## config.mk

```make
export PLATFORM = sky130hd
export DESIGN_NAME = mul16_arbiter
export DESIGN_NICKNAME = d
export VERILOG_FILES = /design/src/rtl/mul16_ctrl_pkg.sv /design/src/rtl/mul16_evo218.sv /design/src/rtl/rr_arb4.sv /design/src/rtl/mul16_arbiter.sv
export SDC_FILE = /design/constraint.sdc
export NUM_CORES = 1
export LEC_CHECK = 0
export ABC_AREA = 1
export CAP_MARGIN = 20
export CORE_AREA = 2 2 157 189
export DETAILED_ROUTE_END_ITERATION = 6
export DIE_AREA = 0 0 159 191
export PLACE_DENSITY = 0.86
export SLEW_MARGIN = 20
export SYNTH_ARGS = -nofsm -noshare
export SYNTH_HDL_FRONTEND = slang
export SYNTH_SLANG_ARGS = --single-unit
```

## constraint.sdc

```tcl
create_clock -name clk -period 37.3 [get_ports clk]
set_input_delay 7.46 -clock clk [delete_from_list [all_inputs] [get_ports clk]]
set_output_delay 7.46 -clock clk [all_outputs]
set_load 0.05 [all_outputs]
```

## src/rtl/mul16_ctrl_pkg.sv

```systemverilog
// Shared sizing constants for the arbitrated mul16 pipeline.
// Imported by the arbiter, the multiplier and the top.
package mul16_ctrl_pkg;
  localparam int NREQ = 4;
  localparam int IDW  = 2;
  localparam int OPW  = 16;
  localparam int PW   = 32;
endpackage

```

## src/rtl/mul16_evo218.sv

```systemverilog
// Approximate 16x16 multiplier: partial-product bits whose column
// weight is below 2^8 are dropped, with no compensation term.
module mul16_evo218
  import mul16_ctrl_pkg::*;
(
  input  logic [OPW-1:0] a,
  input  logic [OPW-1:0] b,
  output logic [PW-1:0]  c
);

  logic [OPW-1:0] keep;

  always_comb begin
    c    = '0;
    keep = '0;
    for (int j = 0; j < OPW; j++) begin
      keep = (j >= 8) ? {OPW{1'b1}} : ({OPW{1'b1}} << (8 - j));
      if (b[j])
        c = c + (PW'(a & keep) << j);
    end
  end

endmodule

```

## src/rtl/rr_arb4.sv

```systemverilog
// Combinational round-robin grant for four requesters.
// Search starts at ptr and wraps upward; en gates every grant.
module rr_arb4
  import mul16_ctrl_pkg::*;
(
  input  logic [NREQ-1:0] valid,
  input  logic [IDW-1:0]  ptr,
  input  logic            en,
  output logic [NREQ-1:0] gnt,
  output logic [IDW-1:0]  gnt_id,
  output logic            gnt_any
);

  logic [IDW-1:0] idx;

  always_comb begin
    gnt     = '0;
    gnt_id  = '0;
    gnt_any = 1'b0;
    idx     = '0;
    for (int i = 0; i < NREQ; i++) begin
      idx = ptr + IDW'(i);
      if (en && !gnt_any && valid[idx]) begin
        gnt[idx] = 1'b1;
        gnt_id   = idx;
        gnt_any  = 1'b1;
      end
    end
  end

endmodule

```

## src/rtl/mul16_arbiter.sv

```systemverilog
// Four requesters share one approximate multiplier through a
// round-robin grant and a two-stage valid/ready pipeline.
module mul16_arbiter #(
  parameter int NREQ = 4,
  parameter int IDW  = 2
) (
  input  logic              clk,
  input  logic              rst,
  input  logic [NREQ-1:0]   req_valid,
  output logic [NREQ-1:0]   req_ready,
  input  logic [16*NREQ-1:0] req_a,
  input  logic [16*NREQ-1:0] req_b,
  output logic              rsp_valid,
  input  logic              rsp_ready,
  output logic [IDW-1:0]    rsp_id,
  output logic [31:0]       rsp_c,
  output logic              busy
);
  import mul16_ctrl_pkg::*;

  logic           s1_v, s2_v;
  logic [OPW-1:0] s1_a, s1_b;
  logic [IDW-1:0] s1_id, ptr, gnt_id;
  logic [PW-1:0]  prod;
  logic           gnt_any, s2_load, s1_free;

  assign rsp_valid = s2_v;
  assign s2_load   = !s2_v || rsp_ready;
  assign s1_free   = !s1_v || s2_load;
  assign busy      = s1_v || s2_v;

  rr_arb4 u_arb (
    .valid   (req_valid),
    .ptr     (ptr),
    .en      (s1_free),
    .gnt     (req_ready),
    .gnt_id  (gnt_id),
    .gnt_any (gnt_any)
  );

  mul16_evo218 u_mul (
    .a (s1_a),
    .b (s1_b),
    .c (prod)
  );

  always_ff @(posedge clk or posedge rst) begin
    if (rst) begin
      s1_v   <= 1'b0;
      s2_v   <= 1'b0;
      s1_a   <= '0;
      s1_b   <= '0;
      s1_id  <= '0;
      ptr    <= '0;
      rsp_c  <= '0;
      rsp_id <= '0;
    end else begin
      if (s2_load) begin
        s2_v <= s1_v;
        if (s1_v) begin
          rsp_c  <= prod;
          rsp_id <= s1_id;
        end
      end
      // An empty grant while S1 advances leaves a bubble behind.
      if (s1_free) begin
        s1_v <= gnt_any;
        if (gnt_any) begin
          s1_a  <= req_a[int'(gnt_id)*OPW +: OPW];
          s1_b  <= req_b[int'(gnt_id)*OPW +: OPW];
          s1_id <= gnt_id;
        end
      end
      if (gnt_any)
        ptr <= gnt_id + IDW'(1);
    end
  end

endmodule
```

==> results.toml <==
[route]
met2_wirelength_um = 24700
ant_nets = 0
drtIter0Drc = 1385
vias = 17900
wl_um = 50800
drc = 0
top_layer_used = "met5"
route.detailed.wl_per_inst_um = 16.3
drtPass1Iterations = 6
wl_met3_um = 2640
wl_met1_um = 21000
avgViaCountPerCell = 5.75

[timing]
clock_skew_ps = 10.8
setup_violations = 0
hold_viol_final = 0
fmax_ghz = 0.0539
finalCritPeriodShare_pct = 49.8
finalSetupTns_ps = 0
slew_headroom_pct = 35.5
drv_slew = 0
rsz0062_at_grt = "false"
worst_pin_slew_ps = 964
layout_min_cycle_time_ps = 18560

[worst_setup_path]
cp.required_ps = 37540
cp_slowest_cell = "dfrtp_1"
arrival_ps = 18800
crit_path_end_kind = "register"
cp-start-kind = "register"
critPathMaxStageDelay_ps = 530
crit_path_frequent_cell = "nand2_1"
path_max_fanout = 11
timing_worst_setup_path_type = "reg2reg"

[global_routing]
grt_pass1_wl_um = 81700
grt_max_degree = 68
track_usage_pct = 32.6
grt_pass1_vias = 17200
grt_remaining_overflow = 0
antenna_found_initial = 2

[die]
fp.dieH_um = 191
die_w_um = 159
start_util_pct = 56.1
die_area_um2 = 30400
core_um2 = 28600
io-pin-count = 175
rows = 68

[layout]
n_antenna_cell = 0
seq_area_um2 = 1600
layout_common_cells = "nand2_1, inv_1, ha_1"
finalNonFillerCells = 3114
multi_input_area_um2 = 12800
fin_nets = 3092
area_growth_pct = 13.9
layout-drive-gt1-share_pct = 8.10
nFillCells = 2666
utilization_pct = 63.9
final_common_cell = "nand2_1"

[synthesis]
synth_edf_count = 0
netlist_instances = 2600
ys_seq_area_share_pct = 9.99
postSynthAreaPerCell_um2 = 6.17
synth_cell_types = 60
yosysWarningCount = 0
synth_ff_type = "dfrtp_1"
ys_ff_latch = 64
synth_async_sr_flop_share_pct = 100
synthesis.area_um2 = 16000

[cts]
cts_root_buffer = "clkbuf_16"
cts_tree = "yes"
post_cts_resized = 0
cts_hold_buf = 0
clock_latency_ps = 350
path_clk_slew_ps = 70
ctsLongestPathBuffers = 2
cts_made_buffers = 9
htree_levels = 3
postCtsSetupBuffers = 0
clock_sinks = 64

[hold_path]
hp-class = "reg2reg"

[flow_run]
maxCapViolCount = 0

[place]
dp_cells = 3098
hpwl_um = 39600
port_buffers = 166
gp_congestion = 0.946

[outcome]
status = "finished, final reports clean"
[synth_stat cells, types with 19 or more instances]
cell type / number / area, um2
o21ai_2: 30 / 263
clkbuf_1: 21 / 78.8
o21ai_1: 53 / 265
nand2_1: 658 / 2470
nand3_1: 194 / 971
buf_4: 26 / 195
ha_1: 218 / 2730
or2_2: 29 / 181
dfrtp_1: 64 / 1600
and2_1: 45 / 282
o22ai_1: 23 / 144
inv_1: 316 / 1190
a21oi_1: 146 / 731
nand2_2: 42 / 263
nand3b_1: 19 / 143
xor2_1: 74 / 648
a31oi_1: 27 / 169
xnor2_1: 25 / 219
nand3_2: 38 / 380
o21ai_0: 141 / 706
nor2_1: 217 / 815
buf_2: 25 / 125
[stage by stage]
step	setup slack, ps	hold slack (ps)	area [um2]
2_1_floorplan	20450	462	16100
3_5_place_dp	18990	465	17900
6_report	18740	481	18300
4_1_cts	18920	483	18300
3_3_place_gp	19480	462	17900
5_1_grt	16940	507	18300
[critical path: cells and delay by family, from the launching register on]
kind                     cells  cell delay (ps)
adder cells (fa/ha/maj)     16             5210
flip-flops                   1              530
AO/OA/AOI/OAI               20             3470
XOR/XNOR                    10             1420
AND/OR/NAND/NOR             59             7380
buffers and inverters        8              420
[cell families (layout without fill, tap and decap cells)]
group / count (synthesis) / in the layout / synth area share [%]
adder cells (fa/ha/maj): 233 / 233 / 18.9
AND/OR/NAND/NOR: 1270 / 1270 / 35.6
buffers and inverters: 414 / 536 / 10.6
multiplexers: 1 / 1 / 0.0624
AO/OA/AOI/OAI: 518 / 518 / 19.4
flip-flops: 64 / 64 / 9.99
other: 1 / 8 / 0.0234
XOR/XNOR: 99 / 99 / 5.41
[area by class of cell]
cell class              count  share of cell area (%)
flip-flops and latches     64                    8.77
clock buffers              10                    1.31
inverters                 337                    6.93
multi-input cells        2129                    69.9
clock inverters             6                   0.631
repair buffers            183                    9.80
well taps                 385                    2.64
[layer usage]
metal | vias up | global-route usage (%)
li1 | 8834 | -
met5 | - | 0
met4 | 4 | 15.2
met1 | 8248 | 38.6
met3 | 186 | 3.80
met2 | 625 | 58.9
[registers in the layout, summed over array words and instances, names as in the netlist]
name       flops
rsp_valid      1
rsp_c         24
s1_b          16
s1_v           1
rsp_id         2
s1_a          16
s1_id          2
ptr            2
[final timing paths]
check,start,slack (ps),cells past startpoint,end
max in group asynchronous,rst,28950,3,s1_a[3]
min,rsp_c[12],480,2,rsp_c[12]
max,s1_b[0],18740,113,rsp_c[30]
min in group asynchronous,rst,7750,3,s1_a[13]
max reg2reg,s1_b[0],18740,113,rsp_c[30]
min reg2reg,rsp_c[12],480,2,rsp_c[12]
Power is left out: the tool's default activity adds up to more than one toggle a clock period on the data nets, which glitch-free logic cannot reach.
==> patch 1 (same settings) <==
`NREQ` is set to 4 in 2 places; all go to 5.
--- a/src/rtl/mul16_ctrl_pkg.sv
+++ b/src/rtl/mul16_ctrl_pkg.sv
@@ -1,7 +1,7 @@
 // Shared sizing constants for the arbitrated mul16 pipeline.
 // Imported by the arbiter, the multiplier and the top.
 package mul16_ctrl_pkg;
-  localparam int NREQ = 4;
+  localparam int NREQ = 5;
   localparam int IDW  = 2;
   localparam int OPW  = 16;
   localparam int PW   = 32;
--- a/src/rtl/mul16_arbiter.sv
+++ b/src/rtl/mul16_arbiter.sv
@@ -1,7 +1,7 @@
 // Four requesters share one approximate multiplier through a
 // round-robin grant and a two-stage valid/ready pipeline.
 module mul16_arbiter #(
-  parameter int NREQ = 4,
+  parameter int NREQ = 5,
   parameter int IDW  = 2
 ) (
   input  logic              clk,
Interface: changed (resized req_a, req_b, req_ready and req_valid); port bits go from 175 to 209. No check against the original RTL was run, so the function may have changed too.
==> patch 1 against the original RTL <==
- sequential cell count unchanged
- global-route usage decreased by 2.7 points
- area after synthesis rose by 0.30%
- final area rose by 0.27%
- die area did not move
- wire length shrank 8.4%
- clock skew barely moved
- worst setup slack got worse by 0.44 ns
- highest routed layer is now met4
Power is left out: the tool's default activity adds up to more than one toggle a clock period on the data nets, which glitch-free logic cannot reach.
==> patch 1: results (changes against the original RTL) <==
vias in the first global route 17150 (-0.31%); CTS root buffer clkbuf_16; post-cts resize count 0 (unchanged); worst path arrival time 19.23 ns (+0.43 ns); GR Util All Layers 29.93% (-2.7 points); H-tree depth 3 (unchanged); worst setup path startpoint s1_a[11]; clock skew 0.01071 ns (-0.00007890 ns); post-synthesis mux area share 0.1245% (+0.062 points); worst hold path class reg2reg; Setup crit end rsp_c[30]; number of distinct library cells after synthesis 59 (-1.7%); Primary FF master, synth dfrtp_1; post-synthesis sequential area ratio 9.961% (-0.030 points); hold wc startpoint rsp_c[11]; Syn Area/Cell 6.086 µm² (-1.3%); Synth Area in Adders 18.83% (-0.056 points); Synth async-reset ratio 100.0% (unchanged); top post-synthesis cells by area ha_1 17%, nand2_1 16%, dfrtp_1 10%; DP Area 17970 µm² (+0.42%); yosys warns 0 (unchanged); Synth Area in Compound Gates 19.85% (+0.42 points); routability cong. 0.9048 (-4.3%); drt wl/cell 14.72 µm (-9.7%); first-pass GRT wire length 76480 µm (-6.4%); share of layout cells above drive strength 1 6.631% (-1.5 points); Inserted Diodes 0 (unchanged); CP max stage cell dfrtp_1; Crit Path Max Fanout 9 (-2); relative slew slack 28.15% (-7.3 points); R2R Path End rsp_c[30]; largest registers rsp_c x24, s1_a x16, s1_b x16; postcts setup bufs 0 (unchanged); R2R cell count 114 (+0.88%); WL final 46510 µm (-8.4%); leading cell types by count after synthesis 679 x nand2_1, 383 x inv_1, 218 x ha_1; total CTS buffers 9 (unchanged); hpwl dp 36960 µm (-6.6%); fin nets 3173 (+2.6%); Worst Hold Depth 2 (unchanged); Worst path top cell family by delay simple AND/OR/NAND/NOR gates; Worst-Skew Late Latency 0.34 ns; Hold Path End rsp_c[11]; routed vias 17670 (-1.3%); largest net degree at the start of global routing 131 (+93%); max incr delay on CP 0.74 ns (+0.21 ns); grt ovf 0 (unchanged); post-route setup slack 18.30 ns (-0.4412 ns); drt first pass iters 6 (unchanged); initial antenna violation count 0 (-2); dpl cells 3145 (+1.5%); status complete, no violations; maximum clock path buffer count 2 (unchanged); clock slew at reported path FFs around 0.060 ns; Detailed Route Iter0 Violations 1063 (-23%); final worst hold slack 0.4872 ns (+0.006669 ns); post-synthesis xor/xnor area fraction 5.284% (-0.12 points); IO buf count 166 (unchanged)
-- patch 1: cell types whose count changed after synthesis, moves of 21 or more --
cell	delta
a21oi_1	+39
o211ai_1	+28
nand2_1	+21
a31oi_1	+26
inv_1	+67
o22ai_1	-21
o21ai_0	-53
nor2_1	-37
-- patch 1: area by class of cell --
type	instances	area, µm²
multi-input cells	2104	12540
fillers	2649	10280
flip-flops and latches	64	1602
clock buffers	10	239.0
repair buffers	189	1851
clock inverters	4	70.07
well taps	385	481.7
inverters	404	1516
-- patch 1: worst register-to-register path: cells and delay by family (launching register included) --
family | cells | cell delay [ns]
and+or+nand+nor | 58 | 7.09
xor gates and xnor gates | 9 | 1.39
buffers and inverters | 10 | 0.91
AOI/OAI and AO/OA | 22 | 3.98
DFF | 1 | 0.74
adders and majority gates | 15 | 4.81
-- patch 1: routing by layer --
layer,global-route usage (%),wire length [µm],vias to the layer above
met5,0,0,-
met1,32.07,18210,8097
li1,-,-,8933
met4,14.09,2199,0
met2,58.90,24230,478
met3,2.690,1869,165
==> patch 2 (same flow settings) <==
Made on the original files. Reset style: synchronous (`rst`), changed in one clocked block.
--- a/src/rtl/mul16_arbiter.sv
+++ b/src/rtl/mul16_arbiter.sv
@@ -44,7 +44,7 @@
     .c (prod)
   );
 
-  always_ff @(posedge clk or posedge rst) begin
+  always_ff @(posedge clk) begin
     if (rst) begin
       s1_v   <= 1'b0;
       s2_v   <= 1'b0;
Formal check against the unedited RTL: not equivalent (Yosys sat finds a counterexample within 4 cycles, from zero or initial values and one cycle with rst high; the reset may be asserted at any time).
==> patch 2 against the original RTL <==
- wire length up 1.8%
- worst setup slack gained 0.16 ns
- area after synthesis is 1.4% lower
- sequential cell count is the same
- clock skew up 0.0030 ns
- non-clock buffer count increased by 6
- final area fell by 1.3%
- final cell count increased by 2.4%
- die area is the same
- largest cell class unchanged
- highest routed layer is now met4
Power is not shown: default switching activity piles up to over one toggle a cycle in this logic, so the estimate is an artifact.
==> patch 2: results (changes against the original RTL) <==
largest net degree at the start of global routing 67 (-1.5%); Worst-Skew Late Latency 0.35 ns (about the same); status complete, no violations; CTS root buffer clkbuf_16; drt via density 5.688 (-1.0%); leading cell types by count after synthesis 738 x nand2_1, 313 x inv_1, 259 x a21oi_1; DP Area 17680 µm² (-1.2%); clock skew 0.01383 ns (+0.003041 ns); initial antenna violation count 1 (-1); FILL cells 2708 (+1.6%); postcts setup bufs 0 (unchanged); CP max stage cell o31ai_1; drt first pass iters 6 (unchanged); vias in the first global route 17480 (+1.6%); top post-synthesis cells by area nand2_1 18%, ha_1 17%, a21oi_1 8.2%; total CTS buffers 9 (unchanged); grt ovf 0 (unchanged); number of distinct library cells after synthesis 56 (-6.7%); Primary FF master, synth dfxtp_1; WL final 51660 µm (+1.8%); yosys warns 0 (unchanged); synthesized area 15800 µm² (-1.4%); worst hold path class reg2reg; Crit Path Max Fanout 11 (unchanged); largest registers rsp_c x24, s1_a x16, s1_b x16; H-tree depth 3 (unchanged); relative slew slack 26.68% (-8.8 points); GR Util All Layers 33.06% (+0.45 points); post-cts resize count 0 (unchanged); Detailed Route Iter0 Violations 1254 (-9.5%); clock slew at reported path FFs 0.07 ns (about the same); IO buf count 166 (unchanged); first-pass GRT wire length 82690 µm (+1.2%); worst path arrival time 18.62 ns (-0.18 ns); hpwl dp 40760 µm (+3.0%); share of layout cells above drive strength 1 6.954% (-1.1 points); maximum clock path buffer count 2 (unchanged); fin nets 3167 (+2.4%); routability cong. 0.9569 (+1.2%); Inserted Diodes 0 (unchanged); post-synthesis sequential area ratio 8.108% (-1.9 points); Synth async-reset ratio 0% (-100 points); max incr delay on CP 0.50 ns (-0.03 ns)
==> patch 2: cell count changes after synthesis, sizes merged, moves of 9 or more <==
| cell | delta |
|---|---|
| a211oi | +23 |
| a21oi | +105 |
| a31oi | -9 |
| dfrtp | -64 |
| dfxtp | +64 |
| inv | +10 |
| nand2 | +68 |
| nor2 | -44 |
| o21ai | -35 |
| o21bai | -10 |
| o22ai | -20 |
| xor2 | -17 |
==> patch 2: final cells by class <==
cell class | instances | area, µm² | share of cell area (%)
multi-input cells | 2193 | 12800 | 71.07
repair buffers | 189 | 1834 | 10.18
clock inverters | 7 | 105.1 | 0.5835
inverters | 342 | 1284 | 7.127
well taps | 385 | 481.7 | 2.675
clock buffers | 9 | 225.2 | 1.250
flip-flops and latches | 64 | 1281 | 7.114
==> patch 2: through the flow <==
stage / hold slack [ns] / setup WS (ns) / instances
6_report: 0.4678 / 18.90 / 3189
3_5_place_dp: 0.4578 / 19.21 / 3173
4_1_cts: 0.4674 / 19.18 / 3189
3_3_place_gp: 0.4513 / 19.66 / 3173
2_1_floorplan: 0.4421 / 20.48 / 2678
5_1_grt: 0.4868 / 16.95 / 3189
==> patch 2: final timing paths <==
check	from	endpoint	slack, ns	cells after the start
min reg2reg	rsp_c[9]	rsp_c[9]	0.47	2
min	rsp_c[9]	rsp_c[9]	0.47	2
max reg2reg	s1_b[0]	rsp_c[31]	18.90	111
max	s1_b[0]	rsp_c[31]	18.90	111
==> patch 2: metal layers <==
metal,global-route usage [%],up-vias,share of wire [%]
met5,0,-,0
li1,-,9098,-
met2,60.48,599,49
met1,36.54,8234,40
met3,4.036,209,4.8
met4,20.35,0,6.8
==> patch 2: worst max-delay path, delay by kind of cell (launching register included) <==
family,cells,cell delay [ns]
adders and majority gates,16,5.29
buffers and inverters,9,0.57
and+or+nand+nor,55,6.83
xor gates and xnor gates,9,1.31
DFF,1,0.48
AOI/OAI and AO/OA,22,3.80
==> patch 2: logic make-up after synthesis <==
| family | synth area share (%) |
|---|---|
| xor gates and xnor gates | 4.600 |
| DFF | 8.108 |
| muxes | 0.06334 |
| buffers and inverters | 11.08 |
| and+or+nand+nor | 36.26 |
| AOI/OAI and AO/OA | 20.70 |
| other | 0.02373 |
| adders and majority gates | 19.16 |
